$ cat config.mk
export PLATFORM = sky130hd
export DESIGN_NAME = fx2_fifo_arbiter
export DESIGN_NICKNAME = d
export VERILOG_FILES = /design/src/rtl/fx2_pkg.sv /design/src/rtl/fx2_skid_reg.sv /design/src/rtl/fx2_fifo_arbiter.sv
export SDC_FILE = /design/constraint.sdc
export NUM_CORES = 1
export LEC_CHECK = 0
export CORE_MARGIN = 2
export CORE_UTILIZATION = 39
export DETAILED_ROUTE_END_ITERATION = 7
export DONT_BUFFER_PORTS = 1
export GPL_TIMING_DRIVEN = 0
export MAX_ROUTING_LAYER = met4
export PLACE_DENSITY = 0.49
export REMOVE_ABC_BUFFERS = 1
export SLEW_MARGIN = 5
export SYNTH_ARGS = -nofsm -noshare
export SYNTH_HDL_FRONTEND = slang
export SYNTH_HIERARCHICAL = 1
export SYNTH_SLANG_ARGS = --single-unit
$ cat constraint.sdc
create_clock -name ifclk -period 2.08 [get_ports ifclk]
set_input_delay 0.416 -clock ifclk [delete_from_list [all_inputs] [get_ports ifclk]]
set_output_delay 0.416 -clock ifclk [all_outputs]
set_load 0.005 [all_outputs]
$ cat src/rtl/fx2_pkg.sv
// fx2_pkg: shared FSM states and default parameters for the FX2 slave-FIFO arbiter
package fx2_pkg;
  typedef enum logic [2:0] {IDLE, OUT_SETUP, OUT_READ, IN_SETUP, IN_WRITE, IN_PKTEND} state_t;
  localparam logic [1:0] IN_FIFOADR_D = 2'b00;
  localparam logic [1:0] OUT_FIFOADR_D = 2'b10;
  localparam int BURST_LEN_D = 16;
  localparam int PKT_SIZE_D = 512;
  localparam int TIMEOUT_D = 1024;
endpackage

$ cat src/rtl/fx2_skid_reg.sv
// fx2_skid_reg: one-deep holding register for bytes read from the OUT endpoint
module fx2_skid_reg (
  input  logic       clk,
  input  logic       rst,
  input  logic       i_load,
  input  logic [7:0] i_data,
  input  logic       i_ready,
  output logic [7:0] o_data,
  output logic       o_valid
);
  always_ff @(posedge clk)
    if (rst) begin
      o_data <= '0;
      o_valid <= 1'b0;
    end else begin
      o_data <= i_load ? i_data : o_data;
      o_valid <= i_load || (o_valid && !i_ready);
    end
endmodule

$ cat src/rtl/fx2_fifo_arbiter.sv
// fx2_fifo_arbiter: FX2 slave-FIFO arbiter, OUT reads have priority over IN writes.
// Define FX2_PKTEND_TIMEOUT_EN to flush partial IN packets with pktend after an idle timeout.
module fx2_fifo_arbiter
  import fx2_pkg::*;
#(
  parameter logic [1:0] IN_FIFOADR = IN_FIFOADR_D,
  parameter logic [1:0] OUT_FIFOADR = OUT_FIFOADR_D,
  parameter int BURST_LEN = BURST_LEN_D,
  parameter int PKT_SIZE = PKT_SIZE_D,
  parameter int TIMEOUT = TIMEOUT_D
) (
  input  logic       ifclk,
  input  logic       reset,
  output logic [1:0] fifoadr,
  input  logic [7:0] fd_in,
  output logic [7:0] fd_out,
  output logic       fd_oe,
  output logic       slrd,
  output logic       slwr,
  output logic       pktend,
  input  logic       in_full,
  input  logic       out_empty,
  input  logic [7:0] src_data,
  input  logic       src_valid,
  output logic       src_ready,
  output logic [7:0] cmd_data,
  output logic       cmd_valid,
  input  logic       cmd_ready
);
  localparam int BW = $clog2(BURST_LEN);
  localparam int PW = $clog2(PKT_SIZE);
  state_t r_state, w_next;
  logic [BW-1:0] r_burst;
  logic [PW-1:0] r_pkt_cnt;
  logic [1:0] r_fifoadr;
  logic w_last, w_flush, w_flush_go;
  // strobes are gated by reset so a byte offered during reset is never taken
  assign slrd = !reset && r_state == OUT_READ && !out_empty && (!cmd_valid || cmd_ready);
  assign slwr = !reset && r_state == IN_WRITE && src_valid && !in_full;
  assign src_ready = slwr;
  assign fd_out = src_data;
  assign fd_oe = r_state inside {IN_SETUP, IN_WRITE, IN_PKTEND};
  assign fifoadr = r_fifoadr;
  assign w_last = r_burst == BW'(BURST_LEN - 1);
`ifdef FX2_PKTEND_TIMEOUT_EN
  localparam int TW = $clog2(TIMEOUT + 1);
  logic [TW-1:0] r_idle;
  logic r_flush, w_idle_ok;
  assign w_idle_ok = r_state == IDLE && r_pkt_cnt != '0 && !src_valid && out_empty;
  assign w_flush_go = w_idle_ok && r_idle == TW'(TIMEOUT);
  assign w_flush = r_flush;
  assign pktend = !reset && r_state == IN_PKTEND;
  always_ff @(posedge ifclk)
    if (reset) begin
      r_idle <= '0;
      r_flush <= 1'b0;
    end else begin
      r_idle <= (w_idle_ok && !w_flush_go) ? r_idle + 1'b1 : '0;
      r_flush <= (r_state == IDLE) ? w_flush_go : r_flush;
    end
`else
  assign w_flush_go = 1'b0;
  assign w_flush = 1'b0;
  assign pktend = 1'b0;
`endif
  always_comb begin
    w_next = IDLE;
    unique case (r_state)
      IDLE:      w_next = !out_empty ? OUT_SETUP : ((src_valid && !in_full) || w_flush_go) ? IN_SETUP : IDLE;
      OUT_SETUP: w_next = OUT_READ;
      OUT_READ:  w_next = (out_empty || (slrd && w_last)) ? IDLE : OUT_READ;
      IN_SETUP:  w_next = w_flush ? IN_PKTEND : IN_WRITE;
      IN_WRITE:  w_next = (!slwr || w_last) ? IDLE : IN_WRITE;
      default:   w_next = IDLE;
    endcase
  end
  always_ff @(posedge ifclk)
    if (reset) begin
      r_state <= IDLE;
      r_fifoadr <= OUT_FIFOADR;
      r_burst <= '0;
      r_pkt_cnt <= '0;
    end else begin
      r_state <= w_next;
      r_fifoadr <= (r_state != IDLE) ? r_fifoadr : (w_next == OUT_SETUP) ? OUT_FIFOADR : (w_next == IN_SETUP) ? IN_FIFOADR : r_fifoadr;
      r_burst <= (slrd || slwr) ? r_burst + 1'b1 : (r_state inside {OUT_READ, IN_WRITE}) ? r_burst : '0;
      r_pkt_cnt <= pktend ? '0 : slwr ? r_pkt_cnt + 1'b1 : r_pkt_cnt;
    end
  fx2_skid_reg u_cmd (
    .clk    (ifclk),
    .rst    (reset),
    .i_load (slrd),
    .i_data (fd_in),
    .i_ready(cmd_ready),
    .o_data (cmd_data),
    .o_valid(cmd_valid)
  );
endmodule
==> results of run 1 <==
[logic make-up (layout without fill, tap and decap cells)]
logic type	count (synthesis)	count (layout)
simple gates	38	38
xor+xnor	1	1
compound gates	11	11
mux	9	9
other cells	1	2
flops	17	17
fa+ha+maj	1	1
buf+inv	17	7
[placed cells by master (no fill, tap or decap), types with 2 or more instances in the layout]
cell type,netlist,layout
sky130_fd_sc_hd__dfxtp_1,17,17
sky130_fd_sc_hd__nor2_1,12,12
sky130_fd_sc_hd__mux2i_1,9,9
sky130_fd_sc_hd__nand3_1,8,8
sky130_fd_sc_hd__a21oi_1,4,4
sky130_fd_sc_hd__nor2b_1,3,3
sky130_fd_sc_hd__clkbuf_4,0,3
sky130_fd_sc_hd__inv_1,2,2
sky130_fd_sc_hd__or2_2,2,2
sky130_fd_sc_hd__a31oi_1,2,2
sky130_fd_sc_hd__or3b_1,2,2
sky130_fd_sc_hd__nand2b_1,2,2
sky130_fd_sc_hd__conb_1,1,2
[report_power, final]
part | leakage, nW | switching, W | internal, W
Sequential | 0.138 | 0.0000130 | 0.000335
Clock | 0.0177 | 0.0000998 | 0.0000713
Combinational | 0.115 | 0.0000273 | 0.0000265
Total | 0.271 | 0.000140 | 0.000433
[final timing paths]
| path | slack, ns | from | cells after the start | end |
|---|---|---|---|---|
| setup / recovery | 0.12 | r_state[2]$_SDFF_PP0_ | 2 | slrd |
| hold / removal | 0.19 | reset | 1 | u_cmd/o_data[5]$_SDFFE_PP0P_ |
| setup reg to reg | 0.25 | r_state[2]$_SDFF_PP0_ | 5 | u_cmd/o_data[6]$_SDFFE_PP0P_ |
| hold reg to reg | 0.49 | r_burst[1]$_SDFFE_PP0P_ | 2 | r_burst[1]$_SDFFE_PP0P_ |
[cell usage after synthesis, drive strengths merged]
| cell | instances |
|---|---|
| or2b | 1 |
| nand3 | 8 |
| nand3b | 1 |
| a21oi | 4 |
| ha | 1 |
| a221oi | 1 |
| xnor2 | 1 |
| a32oi | 1 |
| dfxtp | 17 |
| o21bai | 1 |
| inv | 2 |
| or3b | 2 |
| nand4 | 1 |
| nor2 | 12 |
| or2 | 2 |
| clkbuf | 1 |
| o21ai | 1 |
| or3 | 1 |
| mux2i | 9 |
| nor3 | 1 |
| nand2b | 2 |
| conb | 1 |
| a31oi | 2 |
| nor4bb | 1 |
| nor4 | 1 |
| nor2b | 3 |
| buf | 14 |
| nor3b | 1 |
| o31ai | 1 |
| nor4b | 1 |
[stage by stage]
step	cells	worst slack, ns
after floorplan	81	-0.211
after detailed placement	110	0.124
after global routing	114	-0.00332
after CTS	114	0.00863
after global placement	109	-0.595
final	114	0.123
[area by class of cell]
class                   instances  area, um2
clock buffers                   3       22.5
well taps                      28       35.0
inverters                       2       7.51
flip-flops and latches         17        340
multi-input cells              62        452
clock inverters                 1       5.00
repair buffers                  1       7.51
fillers                       223       1320
[metal layers]
| layer | part of all wire, % | track usage (%) | up-vias | routed length, um |
|---|---|---|---|---|
| li1 | - | - | 299 | - |
| met1 | 48 | 16.2 | 261 | 755 |
| met2 | 41 | 18.1 | 33 | 640 |
| met3 | 9.8 | 5.75 | 2 | 154 |
| met4 | 1.1 | 7.89 | 0 | 18 |
| met5 | 0 | - | - | 0 |
[registers in the layout, indices dropped and copies added, names as in the netlist]
name,cells
u_cmd/o_data,8
u_cmd/o_valid,1
r_state,3
r_burst,4
fifoadr,1
[worst register-to-register path: stages, from the launching register on]
cell                      delay [ns]
sky130_fd_sc_hd__dfxtp_1        0.47
sky130_fd_sc_hd__nor4b_4        0.38
sky130_fd_sc_hd__nor3b_4        0.42
sky130_fd_sc_hd__buf_4          0.24
sky130_fd_sc_hd__mux2i_1        0.19
sky130_fd_sc_hd__nor2_1         0.05
==> flow_summary_export.csv, run 1 <==
group,metric,value,unit
synth,netlist_area,900,um2
critical_path,worst_ep_arrival_time,1.54,ns
die,placement_rows,17,
synth,post_synth_xor_area_fraction,0.974,%
critical_path,path_max_fanout,10,
timing,period_needed,1.96,ns
pwr,pwr_density_cell,660,mW/mm2
critical_path,worst_path_dominant_cell_family,"simple AND/OR/NAND/NOR gates",
placement,gpl.final_weighted_congestion,0.688,
timing,max_slew_violations,0,
timing,clk_skew,0.00521,ns
cts,cts.reportedPaths.clkPinSlew,0.10,ns
detailed_routing,dr.first_iter.drc_count,4,
die,core_region,0.00219,mm2
pwr,power,0.000574,W
final_layout,syn_to_final_growth,-3.34,%
cts,h-tree-depth,1,
run_status,status,"finished clean",
cts,buffer_depth_of_the_longest_clock_path,2,
cts,cts_inserted_buffers,3,
cts,ctsResizeCount,0,
detailed_routing,wl_per_cell,13.8,um
synth,synthesized_area_fraction_occupied_by_ao_oa_aoi_and_oai_cells,10.6,%
critical_path,cpPeakStageDelay,0.47,ns
die,initial_core_util,41.1,%
synth,synthSimpleGateAreaFrac,25.2,%
grt,grt_max_degree,21,
timing,period_share,94.1,%
synth,cell_type_with_the_largest_total_area_after_synthesis,"sky130_fd_sc_hd__dfxtp_1",
pwr,vdd_drop_max,348,uV
synth,synth_mux_area_share,10.0,%
timing,hold_slack,0.186,ns
critical_path,cpMaxStageDelayCell,"sky130_fd_sc_hd__dfxtp_1",
die,die_h,52.0,um
critical_path,critical_path_buf_inv_count,0,
critical_path,worstSetupEndpointType,"output pin",
cts,postCtsSetupRepairBufs,0,
placement,dpl_cell_area,836,um2
synth,synth-warning-count,6,
run,cap_viol_max_count,0,
cts,hold_bufs_inserted_after_cts,0,
placement,number_of_buffer_cells_added_on_primary_ports,0,
detailed_routing,detailroute.via_count,595,
synth,synth_fa_ha_area_share,1.39,%
timing,timing.fmax,511,MHz
timing,final_hold_fails,0,
detailed_routing,drt_wl_total,1570,um
critical_path,cp_cell_sequence,"nor4b_4 > nor3b_4",
final_layout,num_antenna_cells,0,
critical_path,worstPathRequired,1.66,ns
pwr,leakagePower,0.271,nW
synth,ys_seq_elements,17,
die,ioPinCount,46,
synth,ys_seq_area_share,37.8,%
cts,root_buffer,"sky130_fd_sc_hd__clkbuf_4",
critical_path,worst-setup-path-type,"flip-flop to output pin",
grt,groute.usage.overall,13.3,%
final_layout,final_nets,110,
final_layout,utilization,39.7,%
grt,globalRouteOverflowTotal,0,
timing,finalSetupViolCount,0,
synth,synthCells,95,
die,fp.dieW,52.0,um
grt,number_of_antenna_violations_at_the_first_check_in_global_routing,0,
grt,grt_pass1_vias,607,
final_layout,finished_cell_area,870,um2
final_layout,post_route_cells_drive_above_1_share,12.8,%
synth,combinational_family_with_the_most_area_after_synthesis,"simple AND/OR/NAND/NOR gates",
grt,grt_first_pass_wirelength,2580,um
synth,synth.avg_cell_area,9.47,um2
cts,clock_insertion_delay_worst_skew,0.28,ns
detailed_routing,vias_per_cell,5.22,
detailed_routing,drt_pre_antenna_iters,4,
hold_path,min_path_type,"input port to flip-flop",
critical_path,critPathLaunchType,"flip-flop",
cts,cts_tree,"yes",
timing,totalNegativeSetupSlack,0,ns
synth,netlist_top_cells_area,"sky130_fd_sc_hd__dfxtp_1 38%, sky130_fd_sc_hd__mux2i_1 10%, sky130_fd_sc_hd__buf_4 9.2%, sky130_fd_sc_hd__nor2_1 5.0%, sky130_fd_sc_hd__nand3_1 4.5%",
die,design.die.area,0.00271,mm2
synth,yosys.cell_types.count,32,
cts,clkSinkCount,17,
placement,dp_hpwl,1110,um
synth,synth_top_area_share,37.8,%
detailed_routing,drc_errors,0,
detailed_routing,antenna_nets_post_route,0,
Note: power is estimated with default switching activity, not from simulation.
==> run 2: changes to the inputs <==
--- a/config.mk
+++ b/config.mk
@@ -5,13 +5,15 @@
 export SDC_FILE = /design/constraint.sdc
 export NUM_CORES = 1
 export LEC_CHECK = 0
+export CELL_PAD_IN_SITES_DETAIL_PLACEMENT = 2
+export CELL_PAD_IN_SITES_GLOBAL_PLACEMENT = 2
 export CORE_MARGIN = 2
-export CORE_UTILIZATION = 39
+export CORE_UTILIZATION = 33
 export DETAILED_ROUTE_END_ITERATION = 7
 export DONT_BUFFER_PORTS = 1
 export GPL_TIMING_DRIVEN = 0
 export MAX_ROUTING_LAYER = met4
-export PLACE_DENSITY = 0.49
+export PLACE_DENSITY = 0.7
 export REMOVE_ABC_BUFFERS = 1
 export SLEW_MARGIN = 5
 export SYNTH_ARGS = -nofsm -noshare
==> run 2 against run 1 <==
Compared with the run above:
- global-route usage decreased by 0.44 points
- first-iteration DRC count rose by 75%
- via count increased by 7.9%
- sequential power hardly changed
- utilization fell by 4.8 points
- worst hold slack improved by 0.0022 ns
- non-clock buffer count rose by 2
- fmax down 0.73%
- wire length grew 19%
- sequential cell count is the same
- clock-buffer cell count grew 1
- design area grew 1.2%
- largest cell class unchanged
==> flow_summary_export.csv, run 2 (synthesis results as in run 1) <==
group,metric,value,unit
final_layout,layout.cells.non_filler,118,
critical_path,worst-setup-path-type,"flip-flop to output pin",
pwr,power.share.switching,24.6,%
grt,grt_first_pass_wirelength,3160,um
pwr,p_sw,0.000143,W
grt,globalRouteOverflowTotal,0,
detailed_routing,dr.first_iter.drc_count,7,
detailed_routing,detailroute.via_count,642,
placement,dp_worst_setup_slack,0.382,ns
detailed_routing,vias_per_cell,5.44,
run,cap_viol_max_count,0,
cts,h-tree-depth,1,
critical_path,r2r_slack,0.38,ns
cts,buffer_depth_of_the_longest_clock_path,2,
timing,hold_slack,0.188,ns
critical_path,worst_path_dominant_cell_family,"simple AND/OR/NAND/NOR gates",
cts,cts.reportedPaths.clkPinSlew,0.10,ns
die,die_h,56.2,um
timing,grt_setup_unrepaired,"false",
placement,number_of_buffer_cells_added_on_primary_ports,0,
cts,cts_inserted_buffers,3,
die,design.die.area,0.00316,mm2
final_layout,sequential_cell_area,340,um2
placement,numPlacedInstances,112,
pwr,clkPwrFrac,30.1,%
final_layout,multi_input_comb_area,445,um2
pwr,leakagePower,0.280,nW
final_layout,syn_to_final_growth,-2.23,%
final_layout,max_flop_register,"u_cmd/o_data",
die,initial_core_util,35.7,%
pwr,power.share.combinational,9.8,%
grt,number_of_antenna_violations_at_the_first_check_in_global_routing,0,
final_layout,num_antenna_cells,0,
timing,finalSetupViolCount,0,
final_layout,post_route_cells_drive_above_1_share,13.6,%
critical_path,cpPeakStageDelay,0.47,ns
critical_path,worstSetupEndpointType,"output pin",
timing,timing.fmax,507,MHz
critical_path,worstPathRequired,1.66,ns
cts,clock_insertion_delay_worst_skew,0.28,ns
detailed_routing,drt_pre_antenna_iters,2,
detailed_routing,drt_wl_total,1860,um
grt,grt_max_degree,21,
critical_path,path_max_fanout,10,
pwr,vdd_drop_max,360,uV
die,ioPinCount,46,
critical_path,cp_cell_sequence,"nor4b_4 > nor3b_2 > buf_4",
cts,root_buffer,"sky130_fd_sc_hd__clkbuf_4",
cts,cts_tree,"yes",
timing,final_hold_fails,0,
final_layout,utilization,34.9,%
detailed_routing,antenna_nets_post_route,0,
pwr,internal_power,0.000438,W
final_layout,largest_register_ffs,8,
die,fp.dieW,56.2,um
detailed_routing,drc_errors,0,
final_layout,final_nets,112,
timing,clk_skew,0.00108,ns
hold_path,min_path_type,"input port to flip-flop",
cts,clkSinkCount,17,
final_layout,num-fill-cells,292,
detailed_routing,wl_per_cell,15.8,um
timing,totalNegativeSetupSlack,0,ns
cts,hold_bufs_inserted_after_cts,0,
timing,finalWorstSetupSlack,0.109,ns
run_status,status,"finished clean",
pwr,pwr_density_cell,660,mW/mm2
timing,max_slew_violations,0,
timing,period_needed,1.97,ns
grt,groute.usage.overall,12.9,%
final_layout,layout.cells.most_common_list,"17 x sky130_fd_sc_hd__dfxtp_1, 12 x sky130_fd_sc_hd__nor2_1, 9 x sky130_fd_sc_hd__mux2i_1",
critical_path,worst_ep_arrival_time,1.55,ns
placement,gpl.final_weighted_congestion,0.699,
pwr,seqPwrFrac,60.1,%
die,core_region,0.00252,mm2
critical_path,critPathLaunchType,"flip-flop",
timing,period_share,94.8,%
final_layout,biggestRegsByFlops,"u_cmd/o_data x8, r_burst x4, r_state x3",
grt,grt_pass1_vias,743,
placement,dp_hpwl,1290,um
critical_path,cpMaxStageDelayCell,"sky130_fd_sc_hd__dfxtp_1",
die,placement_rows,18,
final_layout,layout.cells.most_common,"sky130_fd_sc_hd__dfxtp_1",
critical_path,critical_path_buf_inv_count,1,
-- run 2: through the flow --
stage          area, um2  total power (W)
2_1_floorplan        788         0.000400
3_3_place_gp         826         0.000409
3_5_place_dp         838         0.000412
4_1_cts              865         0.000593
5_1_grt              880         0.000615
6_report             880         0.000581
-- run 2: power groups by stage --
stage               combinational [W]  sequential, W  clock, W
floorplan                   0.0000465       0.000353         0
global placement            0.0000524       0.000357         0
detailed placement          0.0000549       0.000357         0
CTS                         0.0000550       0.000350  0.000188
global route                0.0000644       0.000352  0.000199
finish                      0.0000570       0.000349  0.000175
-- run 2: what timing repair did --
item / 4_1_cts / 5_1_grt
setup buffers: 0 / 2
resized for setup: 0 / 0
setup endpoints to repair: 0 / 1
-- run 2: per-layer routing --
metal	vias to the layer above	GRT usage, %	part of all wire (%)
met5	-	-	0
met4	0	5.10	0.54
met3	2	5.58	10
met2	35	22.0	46
met1	305	12.9	43
li1	300	-	-
-- run 2: layout make-up --
type | instances | area share (%)
sequential | 17 | 38.7
tap | 30 | 4.27
timing repair buffer | 3 | 2.56
multi-input combinational | 62 | 50.6
inverter | 2 | 0.853
clock buffer | 4 | 2.99
-- run 2: worst paths after layout --
kind / start / endpoint / cells past startpoint
hold / removal: reset / u_cmd/o_data[2]$_SDFFE_PP0P_ / 1
hold reg to reg: r_burst[0]$_SDFFE_PP0P_ / r_burst[0]$_SDFFE_PP0P_ / 2
setup reg to reg: r_state[2]$_SDFF_PP0_ / r_burst[2]$_SDFFE_PP0P_ / 5
setup / recovery: r_state[2]$_SDFF_PP0_ / slrd / 3
==> RTL edit 1, RTL diff (flow settings as in run 1) <==
The option `FX2_PKTEND_TIMEOUT_EN` is turned on by a define.
--- a/src/rtl/fx2_fifo_arbiter.sv
+++ b/src/rtl/fx2_fifo_arbiter.sv
@@ -2,2 +2,4 @@
 // Define FX2_PKTEND_TIMEOUT_EN to flush partial IN packets with pktend after an idle timeout.
+`define FX2_PKTEND_TIMEOUT_EN
+
 module fx2_fifo_arbiter
Formal check against the unedited RTL: same outputs for any inputs over 10 cycles, from zero or initial values and one cycle with reset high; that may be too few to reach the edited logic, so the function may still have changed.
==> RTL edit 1 against run 1 <==
- area after synthesis is 110% higher
- sequential share of layout area hardly changed
- critical path depth unchanged
- die area rose by 97%
- design area rose by 130%
- power increased to 2.5 times the old value
- hold slack worse by 0.0046 ns
- sequential cell count increased by 21
- clock skew up 0.0032 ns
- worst setup slack lost 0.078 ns
- routed wire length rose by 140%
- largest power group unchanged
==> RTL edit 1: results (changes against run 1) <==
| Metric | Value |
|---|---|
| Share of cells above drive strength 1 | `0.100 (was 0.128)` |
| Worst slew pin tran | `0.609 ns` |
| Antenna diodes | `0 (unchanged)` |
| Arrival time worst endpoint | `1.62 ns (was 1.54 ns)` |
| CTS buffer count | `5 (was 3)` |
| Worst Skew | `0.00841 ns (was 0.00521 ns)` |
| Area contributors post-synth | `dfxtp_1 (41%), nor2_1 (6.3%), mux2i_1 (5.4%) (was dfxtp_1 (38%), mux2i_1 (10%), buf_4 (9.2%))` |
| First-pass GRT wire length | `6470 um (was 2580 um)` |
| Worst Min Path Start | `reset (unchanged)` |
| Crit path max-delay family | `simple AND/OR/NAND/NOR gates (unchanged)` |
| Largest stage delay, worst path | `0.52 ns (was 0.47 ns)` |
| First-pass DRT Iterations | `4 (unchanged)` |
| Slowest CP cell | `or4b_4 (was dfxtp_1)` |
| Placer congestion estimate | `0.774 (was 0.688)` |
| HPWL Detailed | `2640 um (was 1110 um)` |
| Max VDD drop | `0.366 mV (was 0.348 mV)` |
| Detailed Route Iter0 Violations | `54 (was 4)` |
| Number of H-tree levels | `2 (was 1)` |
| Wire per inst | `14.9 um (was 13.8 um)` |
| Setup crit start | `r_state[2] (unchanged)` |
| Worst r2r src | `r_state[1] (was r_state[2])` |
| Run status | `completed (unchanged)` |
| Initial antenna violation count | `0 (unchanged)` |
| Synth async-reset ratio | `0 (unchanged)` |
| IO buf count | `0 (unchanged)` |
| Yosys top cell area share | `0.410 (was 0.378)` |
| Hold crit path type | `input pin to flip-flop (unchanged)` |
| Post-synth EDFFs | `0 (unchanged)` |
| Cell variety after synth | `42 (was 32)` |
| Clk_lat worst skew | `0.29 ns` |
| Post-layout nets | `226 (was 110)` |
| List of most frequent post-synthesis cells | `dfxtp_1 (38), nor2_1 (31), xor2_1 (11) (was dfxtp_1 (17), nor2_1 (12), buf_4 (11))` |
| CTS root buffer | `clkbuf_8 (was clkbuf_4)` |
| Synth warn | `6 (unchanged)` |
| Worst-path clk slew | `0.08 ns (was 0.10 ns)` |
| Largest net degree at the start of global routing | `22 (was 21)` |
| CP Max Fanout | `9 (was 10)` |
| Clock Path Buffers | `2 (unchanged)` |
| All-Layer GR Usage | `0.163 (was 0.133)` |
| Regs by FF count | `r_idle (11), r_pkt_cnt (9), u_cmd/o_data (8) (was u_cmd/o_data (8), r_burst (4), r_state (3))` |
| Post-synthesis sequential area ratio | `0.410 (was 0.378)` |
| P_leak | `0.000655 uW (was 0.000271 uW)` |
| DR vias | `1,397 (was 595)` |
==> RTL edit 1: changes by cell type after synthesis, moves of 3 or more <==
cell / delta
inv_1: +8
xor2_1: +11
o21ai_1: +4
o21ai_0: +3
nor2_1: +19
nand2b_1: +4
nand3b_1: +3
nand2_1: +9
ha_1: +4
and4_1: +4
clkbuf_1: +3
dfxtp_1: +21
xnor2_1: +3
==> RTL edit 1: worst paths after layout <==
kind | end | slack [ns] | depth (start not counted)
worst max register to register | r_idle[5] | 0.18 | 5
worst min register to register | r_flush | 0.46 | 2
worst min-delay path | r_state[1] | 0.18 | 1
worst max-delay path | slrd | 0.05 | 2
==> RTL edit 1: cells by family after synthesis <==
logic type | after synthesis | synth area share
multiplexers | 10 | 0.0539
AO/OA/AOI/OAI | 23 | 0.0876
adder cells (fa/ha/maj) | 5 | 0.0337
buffers and inverters | 28 | 0.0869
AND/OR/NAND/NOR | 86 | 0.255
XOR/XNOR | 15 | 0.0708
other | 1 | 0.00202
flip-flops | 38 | 0.410
==> RTL edit 1: per-layer routing <==
| metal | up-vias | GRT usage | share of wire |
|---|---|---|---|
| met3 | 7 | 0.0635 | 0.065 |
| li1 | 679 | - | - |
| met2 | 40 | 0.249 | 0.48 |
| met5 | - | - | 0 |
| met4 | 0 | 0.0679 | 0.017 |
| met1 | 671 | 0.190 | 0.44 |
==> RTL edit 1: power breakdown <==
group	internal [uW]	switching (uW)	leakage (uW)
logic	33.8	38.9	0.000295
registers	736	7.78	0.000309
clock network	358	263	0.0000514
==> RTL edit 1: cell type report <==
type,instances,area [um^2]
Timing Repair Buffer,3,22.5
Clock buffer,6,72.6
Inverter,10,37.5
Clock inverter,2,37.5
Sequential cell,38,769
Fill cell,466,2690
Multi-Input combinational cell,141,961
Tap cell,54,67.6
==> RTL edit 1: through the flow <==
step	setup slack, ns	area (um^2)	cells	setup TNS [ns]
after floorplan	-0.00584	1730	188	-0.0290
after global placement	-0.247	1800	242	-2.92
after detailed placement	-0.359	1800	242	-4.24
after CTS	0.00243	1960	254	0
after global routing	-0.0238	1970	254	-0.0238
final	0.0459	1970	254	0
==> RTL edit 1: repair_timing <==
| item | in CTS | in global routing |
|---|---|---|
| endpoints found under the hold margin | 0 | 0 |
| setup buffers | 3 | 0 |
| pin swaps | 2 | 1 |
| cloned | 1 | 0 |
| resized for setup | 7 | 1 |
| setup endpoints to repair | 14 | 6 |
==> RTL edit 2, RTL diff (flow settings as in run 1) <==
Without the edit above. Take the reset off `o_data` and load it in a clocked block of its own.
--- a/src/rtl/fx2_skid_reg.sv
+++ b/src/rtl/fx2_skid_reg.sv
@@ -12,8 +12,10 @@
     if (rst) begin
-      o_data <= '0;
       o_valid <= 1'b0;
     end else begin
-      o_data <= i_load ? i_data : o_data;
       o_valid <= i_load || (o_valid && !i_ready);
     end
+
+  always_ff @(posedge clk) begin
+      o_data <= i_load ? i_data : o_data;
+  end
 endmodule
Formal check against the unedited RTL: differs if reset is asserted again (counterexample within 10 cycles, from zero or initial values and one cycle with reset high); with reset held inactive, the same outputs for 10 cycles.
==> RTL edit 2 against run 1 <==
- sequential share of layout area grew 9.5 points
- final cell count shrank 13%
- register-to-register slack gained 0.16 ns
- area after synthesis shrank 4.7%
- sequential cell count is the same
- critical path depth is the same
- utilization grew 3.1 points
- power grew 5.7%
- hold slack lost 0.015 ns
- design area shrank 0.58%
- routed wire length shrank 5.0%
- combinational power shrank 5.9%
- worst setup slack gained 0.053 ns
- largest cell class is now registers
==> RTL edit 2: results (changes against run 1) <==
| Metric | Value |
|---|---|
| Run status | `completed (unchanged)` |
| Largest net degree at the start of global routing | `14 (was 21)` |
| Chip width | `50.9 um (was 52.0 um)` |
| Met2 Use GR | `0.193 (was 0.181)` |
| Clk network pwr share | `0.302 (was 0.298)` |
| Wl on met1 | `682 um (was 755 um)` |
| Met3 Use GR | `0.0819 (was 0.0575)` |
| Multi-input gates | `47 (was 62)` |
| Worst Skew | `0.00386 ns (was 0.00521 ns)` |
| Non-Clock Buffer Area Fraction | `0.0174 (was 0.00863)` |
| Placed insts | `92 (was 110)` |
| Non-clk bufs | `2 (was 1)` |
| Detailed Route Iter0 Violations | `6 (was 4)` |
| FILL cells | `202 (was 223)` |
| Placer congestion estimate | `0.621 (was 0.688)` |
| HPWL Detailed | `1020 um (was 1110 um)` |
| Share of cells above drive strength 1 | `0.194 (was 0.128)` |
| Vias in the first global route | `547 (was 607)` |
| All-Layer GR Usage | `0.136 (was 0.133)` |
| Clk_lat worst skew | `0.30 ns (was 0.28 ns)` |
| Logic pwr share | `0.083 (was 0.094)` |
| Area grow syn2layout | `0.876% (was -3.34%)` |
| Sequential portion of the cell area | `0.486 (was 0.391)` |
| P_leak | `0.000258 uW (was 0.000271 uW)` |
| WL met2 | `646 um (was 640 um)` |
| Post-synth EDFFs | `8 (was 0)` |
RTL edit 2: worst paths after layout:
kind	from	to	slack (ns)	depth (start not counted)
setup / recovery	r_state[2]	slrd	0.18	2
hold / removal	reset	r_burst[2]	0.17	1
setup reg to reg	r_state[2]	r_burst[2]	0.41	5
hold reg to reg	r_burst[1]	r_burst[1]	0.50	2
RTL edit 2: cells by family after synthesis:
family,after synthesis,share of synthesized area
simple gates,30,0.229
flops,17,0.491
buf+inv,15,0.124
compound gates,11,0.115
fa+ha+maj,1,0.0146
other cells,1,0.00438
xor+xnor,1,0.0102
mux,1,0.0117
RTL edit 2: timing repair:
item,in CTS,in global routing
buffers inserted,0,2
hold endpoints to repair,0,0
hold buffers,0,0
endpoints found under the setup margin,10,1
cloned,1,0
resized for setup,2,0
RTL edit 2: worst register-to-register path, delay by kind of cell, from the launching register on:
kind            cells  cell delay [ns]
compound gates      2             0.22
buf+inv             1             0.18
flops               1             0.47
simple gates        2             0.74
